`config.mk`:
```
export PLATFORM = sky130hd
export DESIGN_NAME = phase_vec_serial_loader
export DESIGN_NICKNAME = d
export VERILOG_FILES = /design/src/rtl/phase_vec_serial_loader.sv
export SDC_FILE = /design/constraint.sdc
export NUM_CORES = 1
export LEC_CHECK = 0
export BUFFER_PORTS_ARGS = -buffer_cell sky130_fd_sc_hd__clkbuf_2
export CELL_PAD_IN_SITES_DETAIL_PLACEMENT = 1
export CELL_PAD_IN_SITES_GLOBAL_PLACEMENT = 2
export CORE_MARGIN = 1
export CORE_UTILIZATION = 34
export CTS_BUF_LIST = sky130_fd_sc_hd__clkbuf_16
export DETAILED_ROUTE_END_ITERATION = 10
export GPL_TIMING_DRIVEN = 0
export PLACE_DENSITY = 0.86
export RECOVER_POWER = 50
export SYNTH_ARGS = -nofsm -noshare
export SYNTH_HDL_FRONTEND = slang
export SYNTH_SLANG_ARGS = --single-unit
```
`constraint.sdc`:
```
create_clock -name clk -period 2.93 [get_ports clk]
set_clock_uncertainty 0.2 [all_clocks]
set_input_delay 0.1465 -clock clk [delete_from_list [all_inputs] [get_ports clk]]
set_output_delay 0.1465 -clock clk [all_outputs]
set_load 0.005 [all_outputs]
```
`src/rtl/phase_vec_serial_loader.sv`:
```
// phase_vec_serial_loader
// Serial-to-parallel front end for the phase/frequency vector SRAM interface.
// Shifts an MSB-first bit stream into DATA_WIDTH-bit words and strobes each
// completed word into the SRAM interface. It stops after a programmed word
// count, which is clamped to DEPTH, and then pulses done for one cycle.
// An abort or reset discards any partially assembled word.
module phase_vec_serial_loader #(
    parameter int DATA_WIDTH = 16,
    parameter int ADDR_WIDTH = 12,
    parameter int DEPTH      = 2048
) (
    input  logic                  clk,
    input  logic                  rst,
    input  logic                  start,
    input  logic                  abort,
    input  logic [ADDR_WIDTH-1:0] num_words,
    input  logic                  sdi,
    input  logic                  sdi_valid,
    output logic                  load,
    output logic                  wdata_valid,
    output logic [DATA_WIDTH-1:0] wdata_out,
    output logic                  busy,
    output logic                  done,
    output logic [ADDR_WIDTH-1:0] words_written
);

    localparam int CNT_W = (DATA_WIDTH > 2) ? $clog2(DATA_WIDTH) : 1;

    localparam logic [CNT_W-1:0]      LAST_BIT   = CNT_W'(DATA_WIDTH - 1);
    localparam logic [CNT_W-1:0]      CNT_ONE    = CNT_W'(1);
    localparam logic [CNT_W-1:0]      CNT_ZERO   = {CNT_W{1'b0}};
    localparam logic [ADDR_WIDTH-1:0] DEPTH_CAP  = ADDR_WIDTH'(DEPTH);
    localparam logic [ADDR_WIDTH-1:0] ZERO_WORDS = {ADDR_WIDTH{1'b0}};
    localparam logic [ADDR_WIDTH-1:0] ONE_WORD   = ADDR_WIDTH'(1);
    localparam logic [DATA_WIDTH-1:0] ZERO_DATA  = {DATA_WIDTH{1'b0}};

    localparam logic [1:0] ST_IDLE = 2'd0;
    localparam logic [1:0] ST_LOAD = 2'd1;
    localparam logic [1:0] ST_DONE = 2'd2;

    // Requests larger than the SRAM depth are cut to DEPTH.
    function automatic logic [ADDR_WIDTH-1:0] clamp_target(input logic [ADDR_WIDTH-1:0] req);
        logic [ADDR_WIDTH-1:0] res;
        if (req > DEPTH_CAP) begin
            res = DEPTH_CAP;
        end else begin
            res = req;
        end
        return res;
    endfunction

    logic [1:0]            state_r,         state_s;
    logic [ADDR_WIDTH-1:0] target_r,        target_s;
    logic [DATA_WIDTH-1:0] shreg_r,         shreg_s;
    logic [CNT_W-1:0]      bit_cnt_r,       bit_cnt_s;
    logic                  load_r,          load_s;
    logic                  wdata_valid_r,   wdata_valid_s;
    logic [DATA_WIDTH-1:0] wdata_out_r,     wdata_out_s;
    logic                  busy_r,          busy_s;
    logic                  done_r,          done_s;
    logic [ADDR_WIDTH-1:0] words_written_r, words_written_s;
    logic [DATA_WIDTH-1:0] word_s;
    logic [ADDR_WIDTH-1:0] req_target_s;

    // Next-state and next-output computation for the IDLE/LOAD/DONE sequencer.
    always_comb begin
        state_s         = state_r;
        target_s        = target_r;
        shreg_s         = shreg_r;
        bit_cnt_s       = bit_cnt_r;
        load_s          = 1'b0;
        wdata_valid_s   = 1'b0;
        wdata_out_s     = wdata_out_r;
        busy_s          = 1'b0;
        done_s          = 1'b0;
        words_written_s = words_written_r;
        word_s          = {shreg_r[DATA_WIDTH-2:0], sdi};
        req_target_s    = clamp_target(num_words);

        case (state_r)
            ST_IDLE: begin
                if (start) begin
                    target_s        = req_target_s;
                    words_written_s = ZERO_WORDS;
                    bit_cnt_s       = CNT_ZERO;
                    shreg_s         = ZERO_DATA;
                    busy_s          = 1'b1;
                    if (req_target_s == ZERO_WORDS) begin
                        state_s = ST_DONE;
                        done_s  = 1'b1;
                    end else begin
                        state_s = ST_LOAD;
                        load_s  = 1'b1;
                    end
                end else begin
                    state_s = ST_IDLE;
                end
            end

            ST_LOAD: begin
                if (abort) begin
                    // Abort beats a completing bit: no strobe, partial word dropped.
                    state_s   = ST_IDLE;
                    shreg_s   = ZERO_DATA;
                    bit_cnt_s = CNT_ZERO;
                end else if (words_written_r == target_r) begin
                    // Final strobe is on the interface this cycle; further bits are ignored.
                    state_s = ST_DONE;
                    busy_s  = 1'b1;
                    done_s  = 1'b1;
                end else begin
                    state_s = ST_LOAD;
                    load_s  = 1'b1;
                    busy_s  = 1'b1;
                    if (sdi_valid) begin
                        shreg_s = word_s;
                        if (bit_cnt_r == LAST_BIT) begin
                            bit_cnt_s       = CNT_ZERO;
                            wdata_valid_s   = 1'b1;
                            wdata_out_s     = word_s;
                            words_written_s = words_written_r + ONE_WORD;
                        end else begin
                            bit_cnt_s = bit_cnt_r + CNT_ONE;
                        end
                    end else begin
                        shreg_s   = shreg_r;
                        bit_cnt_s = bit_cnt_r;
                    end
                end
            end

            ST_DONE: begin
                state_s = ST_IDLE;
            end

            default: begin
                state_s = ST_IDLE;
            end
        endcase
    end

    // State and output registers with synchronous active-high reset.
    always_ff @(posedge clk) begin
        if (rst) begin
            state_r         <= ST_IDLE;
            target_r        <= ZERO_WORDS;
            shreg_r         <= ZERO_DATA;
            bit_cnt_r       <= CNT_ZERO;
            load_r          <= 1'b0;
            wdata_valid_r   <= 1'b0;
            wdata_out_r     <= ZERO_DATA;
            busy_r          <= 1'b0;
            done_r          <= 1'b0;
            words_written_r <= ZERO_WORDS;
        end else begin
            state_r         <= state_s;
            target_r        <= target_s;
            shreg_r         <= shreg_s;
            bit_cnt_r       <= bit_cnt_s;
            load_r          <= load_s;
            wdata_valid_r   <= wdata_valid_s;
            wdata_out_r     <= wdata_out_s;
            busy_r          <= busy_s;
            done_r          <= done_s;
            words_written_r <= words_written_s;
        end
    end

    assign load          = load_r;
    assign wdata_valid   = wdata_valid_r;
    assign wdata_out     = wdata_out_r;
    assign busy          = busy_r;
    assign done          = done_r;
    assign words_written = words_written_r;

endmodule

```
==> results of run 1 <==
## final cells by class
type | instances | area [um^2] | share of cell area
sequential | 63 | 1260 | 0.356
timing repair buffer | 63 | 374 | 0.106
clock inverter | 7 | 95.1 | 0.0269
tap | 102 | 128 | 0.0361
multi-input combinational | 200 | 1340 | 0.378
clock buffer | 9 | 225 | 0.0636
buffer | 17 | 93.8 | 0.0265
inverter | 7 | 26.3 | 0.00742
## path summary, 6_finish.rpt
| check | from | endpoint | slack, ns | depth (start not counted) |
|---|---|---|---|---|
| worst min-delay path | start | busy | 0.07 | 3 |
| worst max-delay path | rst | words_written[1] | 0.49 | 7 |
| worst min register to register | target_r[11] | target_r[11] | 0.28 | 2 |
| worst max register to register | words_written[0] | words_written[1] | 0.50 | 6 |
## metrics by stage
stage	setup slack [ns]	area (um^2)	std cells	hold WS, ns	utilization
floorplan	0.853	2730	287	0.0722	-
global placement	0.526	3100	438	0.174	0.401
detailed placement	0.516	3100	438	0.182	0.401
CTS	0.488	3560	468	0.0651	0.461
global route	0.249	3540	468	0.0926	0.458
finish	0.489	3540	468	0.0654	0.458
## per-layer routing
metal,GRT usage,vias up,wire length [um]
li1,-,1207,-
met1,0.245,1163,3620
met2,0.306,37,3480
met3,0.0385,7,180
met4,0.0608,0,82
met5,0,-,0
## report_power, final
part	total, mW	leakage, nW	internal [mW]	switching, mW
clock	1.15	0.146	0.744	0.405
sequential	0.878	0.509	0.868	0.0101
combinational	0.156	0.736	0.0617	0.0943
total	2.18	1.39	1.67	0.509
## placed cells by master (no fill, tap or decap), types with 2 or more instances in the layout
cell           count
clkbuf_1          16
clkbuf_16          9
nor3_1             5
o31ai_1            3
clkinvlp_4         3
clkinv_1           2
o21ai_0            5
o22ai_1           13
a22o_1            10
buf_4              3
mux2i_1           21
clkbuf_2          40
or4_1              5
xnor2_1           12
nand3_1            8
a21oi_1            4
buf_1              2
bufinv_16          2
and3_4             2
buf_2              3
dlygate4sd3_1     14
nor2_1            25
a21boi_1           5
or3_1              9
nand2b_1           2
inv_1              6
nand4_1            4
o221ai_1           2
buf_6              2
o32ai_1            4
nor4_1             7
ha_1               2
nand2_1           31
dfxtp_1           63
## worst reg2reg max path, cell delays in order, from the launching register on
cell      delay [ns]
dfxtp_1         0.50
xnor2_1         0.16
nand4_1         0.24
nor4_2          0.76
buf_6           0.23
o311ai_0        0.14
o41ai_1         0.10
## sequential cells by signal (all words and copies together), names as in the netlist
| register | cells |
|---|---|
| done | 1 |
| bit_cnt_r | 4 |
| target_r | 12 |
| shreg_r | 15 |
| words_written | 12 |
| wdata_valid | 1 |
| busy | 1 |
| wdata_out | 16 |
| load | 1 |
## what timing repair did
item                      4_1_cts  5_1_grt
hold endpoints to repair       15        0
setup buffers                   0        0
hold buffers                   14        0
## cells by family after synthesis
group           Yosys count  synth area share
fa+ha+maj                 2           0.00917
simple gates            111             0.215
compound gates           54             0.153
xor+xnor                 12            0.0385
buf+inv                  24            0.0445
mux                      21            0.0771
flops                    63             0.462
==> out/results.tsv, run 1 <==
stage	metric	value	unit
floorplanning	die_h	91.6	um
clock_network	cts_tree	yes	
logic_synthesis	synth_common_cells	63 x dfxtp_1, 31 x nand2_1, 25 x nor2_1	
clock_network	cts-htree-levels	3	
logic_synthesis	synth_top_area_share	0.462	
clock_network	root_buffer	clkbuf_16	
clock_network	cts-buffers-inserted	9	
timing	worst_pin_slew	0.790	ns
grt	grt_overflow	0	
floorplanning	dieArea	8380	um^2
setup_path	cpPeakStageDelay	0.52	ns
timing	finalHoldViolations	0	
cells_and_area	syn2layout_area_growth	29.8	%
logic_synthesis	synth-seq-area-share	0.462	
setup_path	end_kind	flip-flop	
clock_network	clkSinkCount	63	
logic_synthesis	ys_top_cells_by_area	dfxtp_1 46%, mux2i_1 7.7%, nand2_1 4.3%, xnor2_1 3.9%, nor2_1 3.4%	
timing	setup_viol	0	
cells_and_area	fillers	905	
cells_and_area	fin_nets	381	
hold_path	worst_hold_path_type	in2reg	
logic_synthesis	synth.avg_cell_area	9.50	um^2
place	gp_congestion	0.751	
setup_path	cp_top_family	buffers and inverters	
place	place.port_buffers	49	
logic_synthesis	synth-edff-count	0	
timing	grt_setup_unrepaired	no	
timing	fmax	410	MHz
floorplanning	die_w	91.6	um
detailed_routing	drc	0	
detailed_routing	vias_per_cell	5.16	
logic_synthesis	syn_nets	307	
detailed_routing	routed_wl	7360	um
clock_network	insertion_delay	0.33	ns
logic_synthesis	synth-seq-cells	63	
logic_synthesis	yosysWarnings	0	
detailed_routing	vias	2414	
power	total_power	2.18	mW
clock_network	cts_resized	0	
detailed_routing	wl_per_cell	15.7	um
setup_path	arrival	2.44	ns
detailed_routing	dr.pass1.iters	4	
grt	antenna_found_initial	0	
logic_synthesis	synthFlopType	dfxtp_1	
setup_path	crit_buf_inv	5	
logic_synthesis	synth_cell_types	51	
clock_network	path_clk_slew	0.06	ns
cells_and_area	drive_gt1_frac	0.202	
timing	final.setup.tns	0	ns
setup_path	cp_max_fo	10	
timing	drv_slew	0	
logic_synthesis	async_flop_share	0	
detailed_routing	postRouteAntennaNets	0	
timing	fin_crit	2.44	ns
timing	relSlewSlack	0.469	
logic_synthesis	netlist.top_cell.by_area	dfxtp_1	
grt	gr-usage-all-layers	0.187	
power	power_density	617	nW/um^2
job	max_cap_viol_count	0	
place	hpwl	5120	um
setup_path	critPathRequiredTime	2.93	ns
setup_path	start_kind	input port	
logic_synthesis	yosysMostFrequentCell	dfxtp_1	
setup_path	crit_type	in2reg	
power	ir_drop	0.310	mV
setup_path	cpMaxStageDelayCell	dlygate4sd3_1	
floorplanning	core_area	7730	um^2
run_status	outcome	complete, no violations	
logic_synthesis	synth_cells	287	
setup_path	cp_common_cell	clkbuf_1	
power	p_leak	1.39	nW
cells_and_area	antenna_cells	0	
detailed_routing	drt-initial-drc-count	90	
clock_network	clock_tree.buffer_depth	2	
floorplanning	rows	32	
floorplanning	ios	50	
grt	grt_pass1_vias	2469	
floorplanning	initial_utilization	0.353	
timing	finalCritPeriodShare	0.833	
grt	grt_max_degree	13	
grt	grt_pass1_wl	12300	um
logic_synthesis	syn_area	2730	um^2
setup_path	path_cells	dlygate4sd3_1, clkbuf_1, clkbuf_1, clkinv_1, clkbuf_1, o311ai_0, o41ai_1	
(Power assumes the default switching activity.)
==> run 2: changes to the inputs <==
--- a/config.mk
+++ b/config.mk
@@ -9,11 +9,11 @@
 export CELL_PAD_IN_SITES_DETAIL_PLACEMENT = 1
 export CELL_PAD_IN_SITES_GLOBAL_PLACEMENT = 2
 export CORE_MARGIN = 1
-export CORE_UTILIZATION = 34
+export CORE_UTILIZATION = 30
 export CTS_BUF_LIST = sky130_fd_sc_hd__clkbuf_16
 export DETAILED_ROUTE_END_ITERATION = 10
 export GPL_TIMING_DRIVEN = 0
-export PLACE_DENSITY = 0.86
+export PLACE_DENSITY = 0.81
 export RECOVER_POWER = 50
 export SYNTH_ARGS = -nofsm -noshare
 export SYNTH_HDL_FRONTEND = slang
==> constraint.sdc (replaced) <==
create_clock -name clk -period 2.05 [get_ports clk]
set_clock_uncertainty 0.2 [all_clocks]
set_input_delay 0.1025 -clock clk [delete_from_list [all_inputs] [get_ports clk]]
set_output_delay 0.1025 -clock clk [all_outputs]
set_load 0.005 [all_outputs]
==> run 2 against run 1 <==
The run now ends with negative setup slack left; wire length grew 29%; count of clock-buffer cells in the layout is the same; power grew 43%; sequential share of layout area shrank 3.5 points; sequential power grew 42%; global-route usage shrank 1.6 points; worst setup slack lost 0.64 ns; first-iteration DRC count grew 42%; via count grew 10%; non-clock buffer count grew 26; hold slack lost 0.032 ns; critical path depth grew 1; critical path type is now reg2reg; highest routed layer unchanged.
==> out/results.tsv, run 2 (synthesized netlist as in run 1, its figures left out) <==
stage	metric	value	unit
floorplanning	core_area	8760	um^2
clock_network	clkSinkCount	63	
hold_path	worst_hold_path_type	in2reg	
clock_network	insertion_delay	0.33	ns
place	hpwl	5250	um
clock_network	root_buffer	clkbuf_16	
clock_network	cts_tree	yes	
place	dpl-instance-area	3110	um^2
power	p_leak	1.63	nW
timing	grt_setup_unrepaired	yes	
cells_and_area	fin_area	4100	um^2
timing	worst_pin_slew	0.655	ns
setup_path	cp_max_fo	5	
grt	antenna_found_initial	0	
detailed_routing	drt-initial-drc-count	128	
cells_and_area	final_common_cell	clkbuf_2	
setup_path	start_kind	flip-flop	
setup_path	reg2reg_slack	-0.15	ns
floorplanning	ios	50	
clock_network	cts-buffers-inserted	9	
floorplanning	initial_utilization	0.311	
grt	grt_pass1_wl	13100	um
setup_path	path_cells	xnor2_2, nand4_1, buf_4, nor4_4, buf_4, buf_6, nor4_2, mux2i_1	
cells_and_area	largest_reg_flops	16	
grt	gr-usage-all-layers	0.172	
clock_network	clock_tree.buffer_depth	2	
place	place.port_buffers	49	
cells_and_area	drive_gt1_frac	0.395	
setup_path	critPathRequiredTime	2.06	ns
setup_path	cpPeakStageDelay	0.37	ns
cells_and_area	fin_nets	407	
setup_path	end_kind	flip-flop	
timing	fmax	454	MHz
run_status	outcome	finished with violations	
setup_path	crit_type	reg2reg	
power	ir_drop	0.391	mV
cells_and_area	syn2layout_area_growth	50.3	%
clock_network	path_clk_slew	0.06	ns
floorplanning	die_h	97.4	um
detailed_routing	dr.pass1.iters	4	
grt	grt_overflow	0	
timing	drv_slew	0	
detailed_routing	drc	0	
timing	fin_ws	-0.155	ns
floorplanning	dieArea	9480	um^2
detailed_routing	wl_per_cell	19.0	um
setup_path	arrival	2.21	ns
timing	setup_viol	28	
detailed_routing	postRouteAntennaNets	0	
place	gp_congestion	0.757	
timing	relSlewSlack	0.563	
setup_path	cpMaxStageDelayCell	dfxtp_4	
grt	grt_pass1_vias	2612	
cells_and_area	most-common-layout-cells	43 x clkbuf_2, 41 x dfxtp_1, 31 x nand2_1	
clock_network	cts-htree-levels	3	
detailed_routing	vias_per_cell	5.32	
cells_and_area	fillers	1003	
detailed_routing	routed_wl	9480	um
timing	finalCritPeriodShare	1.08	
timing	fin_crit	2.20	ns
timing	finalHoldViolations	0	
floorplanning	die_w	97.4	um
run_status	failed_checks	negative setup slack	
cells_and_area	antenna_cells	0	
setup_path	cp_common_cell	buf_4	
floorplanning	rows	34	
power	power_density	761	nW/um^2
job	max_cap_viol_count	0	
grt	grt_max_degree	13	
detailed_routing	vias	2662	
place	dp_slack	-0.401	ns
## run 2: worst max-delay path, delay by kind of cell (launching register included)
family                    cells  cell delay [ns]
and+or+nand+nor               3             0.63
buffers and inverters         3             0.57
DFF                           1             0.37
xor gates and xnor gates      1             0.18
muxes                         1             0.12
## run 2: final timing paths
kind                                  startpoint               end  cells past startpoint
worst max-delay path            words_written[7]  words_written[4]                      8
worst min-delay path                       abort      bit_cnt_r[3]                      4
worst max register to register  words_written[7]  words_written[4]                      8
worst min register to register       shreg_r[14]       shreg_r[14]                      2
## run 2: cell type report
cell class                 count  area [um^2]  area share
buffer                        15          129      0.0314
clock inverter                 7         72.6      0.0177
inverter                       7         26.3     0.00641
clock buffer                   9          225      0.0549
sequential                    63         1320       0.322
multi-input combinational    200         1550       0.379
timing repair buffer          91          641       0.156
tap                          108          135      0.0330
## run 2: per-stage QoR
stage | cells | utilization | TNS (ns) | total power, mW | hold WS, ns
final | 500 | 0.468 | -2.03 | 3.12 | 0.0333
after global routing | 500 | 0.468 | -4.27 | 3.21 | 0.0546
after CTS | 484 | 0.421 | -0.0509 | 3.04 | 0.00391
after detailed placement | 444 | 0.355 | -11.82 | 1.49 | 0.140
after global placement | 444 | 0.355 | -10.40 | 1.48 | 0.132
after floorplan | 287 | - | -0.00405 | 1.41 | 0.0282
## run 2: routing by layer
metal / up-vias / global-route usage / routed length [um]
li1: 1256 / - / -
met1: 1319 / 0.222 / 4130
met2: 64 / 0.280 / 4760
met3: 23 / 0.0309 / 329
met4: 0 / 0.0747 / 264
met5: - / 0 / 0
## run 2: timing repair
action                     in CTS  in global routing
resized for setup              26                 60
setup endpoints to repair      58                 46
hold endpoints to repair       15                  1
hold buffers                   14                  1
pin swaps                       9                 20
cloned                          0                  2
buffers inserted               12                 13
## run 2: where the power goes
part | internal [mW] | total (mW) | leakage, nW | switching (mW)
clock network | 0.942 | 1.53 | 0.142 | 0.586
registers | 1.23 | 1.25 | 0.523 | 0.0189
logic | 0.155 | 0.344 | 0.962 | 0.190
==> run 3: changes to the inputs <==
==> config.mk (replaced) <==
export PLATFORM = sky130hd
export DESIGN_NAME = phase_vec_serial_loader
export DESIGN_NICKNAME = d
export VERILOG_FILES = /design/src/rtl/phase_vec_serial_loader.sv
export SDC_FILE = /design/constraint.sdc
export NUM_CORES = 1
export LEC_CHECK = 0
export BUFFER_PORTS_ARGS = -buffer_cell sky130_fd_sc_hd__clkbuf_2
export CELL_PAD_IN_SITES_DETAIL_PLACEMENT = 0
export CELL_PAD_IN_SITES_GLOBAL_PLACEMENT = 1
export CORE_ASPECT_RATIO = 1.25
export CORE_MARGIN = 1
export CORE_UTILIZATION = 38
export CTS_BUF_LIST = sky130_fd_sc_hd__clkbuf_16
export DETAILED_ROUTE_END_ITERATION = 10
export PLACE_DENSITY = 0.82
export RECOVER_POWER = 50
export SYNTH_ARGS = -nofsm -noshare
export SYNTH_HDL_FRONTEND = slang
export SYNTH_SLANG_ARGS = --single-unit
==> run 3 against run 2 <==
The flow still finishes with violations (negative setup slack); first-iteration DRC count increased by 10%; register-to-register slack better by 0.11 ns; worst setup slack better by 0.11 ns; count of clock-buffer cells in the layout stayed put; cell count down 4.4%; die area decreased by 21%; cell area is 4.0% lower; sequential share of layout area rose by 0.61 points; critical path depth down 1; combinational power is 13% lower; hold slack better by 0.0031 ns; flip-flop and latch count did not move; critical path type unchanged; largest power group unchanged.
==> out/results.tsv, run 3 (synthesized netlist as in run 1, its figures left out) <==
stage	metric	value	unit
run_status	outcome	finished with violations	
run_status	failed_checks	negative setup slack	
clock_network	cts-htree-levels	3	
timing	finalHoldViolations	0	
setup_path	critPathRequiredTime	2.07	ns
timing	fin_ws	-0.0478	ns
timing	final.setup.tns	-0.273	ns
setup_path	r2r_cells	7	
detailed_routing	drc	0	
power	p_leak	1.63	nW
power	p_int	2.34	mW
setup_path	start_kind	flip-flop	
job	max_cap_viol_count	0	
grt	antenna_found_initial	0	
power	pwr-share-clk	0.500	
place	dpl-instance-area	3300	um^2
timing	finalCritPeriodShare	1.02	
power	p_sw_frac	0.248	
setup_path	cp_max_fo	8	
grt	grt_pass1_wl	11400	um
floorplanning	dieArea	7520	um^2
place	hpwl	4710	um
power	comb_power_share	0.096	
hold_path	worst_hold_path_type	in2reg	
timing	fmax	477	MHz
detailed_routing	routed_wl	7030	um
detailed_routing	vias	2512	
clock_network	insertion_delay	0.33	ns
clock_network	clkSinkCount	63	
timing	grt_setup_unrepaired	yes	
timing	fin_crit	2.10	ns
setup_path	arrival	2.11	ns
cells_and_area	fin_nets	403	
cells_and_area	fillers	602	
clock_network	clock_tree.buffer_depth	2	
detailed_routing	wl_per_cell	14.7	um
timing	setup_viol	9	
cells_and_area	syn2layout_area_growth	44.3	%
cells_and_area	drive_gt1_frac	0.369	
cells_and_area	largest_reg_flops	16	
detailed_routing	dr.pass1.iters	4	
floorplanning	die_w	77.8	um
power	ir_drop	0.460	mV
floorplanning	ios	50	
grt	grt_max_degree	23	
place	place.port_buffers	49	
clock_network	root_buffer	clkbuf_16	
power	power_density	789	nW/um^2
detailed_routing	drt-initial-drc-count	141	
power	seq_power_share	0.403	
setup_path	crit_type	reg2reg	
hold_path	hold_depth	3	
clock_network	path_clk_slew	0.06	ns
power	total_power	3.11	mW
floorplanning	core_area	6930	um^2
floorplanning	initial_utilization	0.393	
grt	grt_overflow	0	
floorplanning	die_h	96.7	um
cells_and_area	final_common_cell	clkbuf_2	
cells_and_area	post-route-util	0.568	
timing	worst_pin_slew	0.420	ns
timing	drv_slew	0	
detailed_routing	postRouteAntennaNets	0	
grt	grt_pass1_vias	2371	
cells_and_area	fin_area	3940	um^2
floorplanning	rows	34	
grt	gr-usage-all-layers	0.196	
clock_network	cts_tree	yes	
cells_and_area	antenna_cells	0	
detailed_routing	vias_per_cell	5.26	
clock_network	cts-buffers-inserted	9	
place	gp_congestion	0.844	
power	p_switching	769	uW
setup_path	end_kind	flip-flop	
timing	relSlewSlack	0.717	
cells_and_area	most-common-layout-cells	47 x clkbuf_2, 46 x dfxtp_1, 31 x nand2_1	
run 3: cell count changes in the layout (fill, tap and decap cells not counted), moves of 4 or more:
cell / previous run / this run
buf_4: 22 / 29
buf_6: 8 / 3
clkbuf_1: 11 / 2
clkbuf_2: 43 / 47
dfxtp_1: 41 / 46
dfxtp_2: 10 / 14
dfxtp_4: 12 / 3
o22ai_1: 9 / 13
o22ai_2: 4 / 0
xnor2_1: 3 / 8
xnor2_2: 9 / 4
run 3: final timing paths:
path                          from             to  slack (ns)
setup / recovery  words_written[2]  wdata_out[11]       -0.05
hold / removal               start           busy        0.04
setup reg to reg  words_written[2]  wdata_out[11]       -0.05
hold reg to reg       target_r[10]   target_r[10]        0.27
run 3: power groups by stage:
stage / logic [mW] / registers, mW / clock network, mW
3_5_place_dp: 0.245 / 1.28 / 0
5_1_grt: 0.323 / 1.26 / 1.65
6_report: 0.299 / 1.25 / 1.55
4_1_cts: 0.272 / 1.25 / 1.58
3_3_place_gp: 0.243 / 1.28 / 0
2_1_floorplan: 0.136 / 1.28 / 0
run 3: metal layers:
| metal | part of all wire | track usage |
|---|---|---|
| met1 | 0.42 | 0.226 |
| met2 | 0.51 | 0.327 |
| met3 | 0.041 | 0.0575 |
| met4 | 0.022 | 0.0958 |
| met5 | 0 | 0 |
run 3: critical path: stages, from the launching register on:
cell       delay [ns]
dfxtp_4          0.38
xnor2_2          0.10
nand4_1          0.19
buf_6            0.19
o311ai_4         0.44
clkbuf_16        0.25
mux2i_1          0.18
nor2_1           0.06
run 3: per-stage QoR:
stage	setup slack, ns	hold WS (ns)	cells
after floorplan	-0.00405	0.0282	287
after global placement	-0.0777	0.128	441
after detailed placement	-0.129	0.136	441
after CTS	0.00731	0.0135	474
after global routing	-0.136	0.0602	478
final	-0.0478	0.0365	478
run 3: area by class of cell:
type	instances	area, um^2	share of cell area
Clock buffer	9	225	0.0572
Clock inverter	7	81.3	0.0207
Inverter	7	26.3	0.00668
Multi-Input combinational cell	200	1450	0.367
Sequential cell	63	1290	0.328
Tap cell	90	113	0.0286
Timing Repair Buffer	102	754	0.192
run 3: timing repair:
item                                    CTS  global route
pin swaps                                 4             9
endpoints found under the setup margin   22            28
gates cloned                              0             2
hold buffers                             15             0
gates resized for setup                   4            35
hold endpoints to repair                 14             0
buffers inserted                          2             2
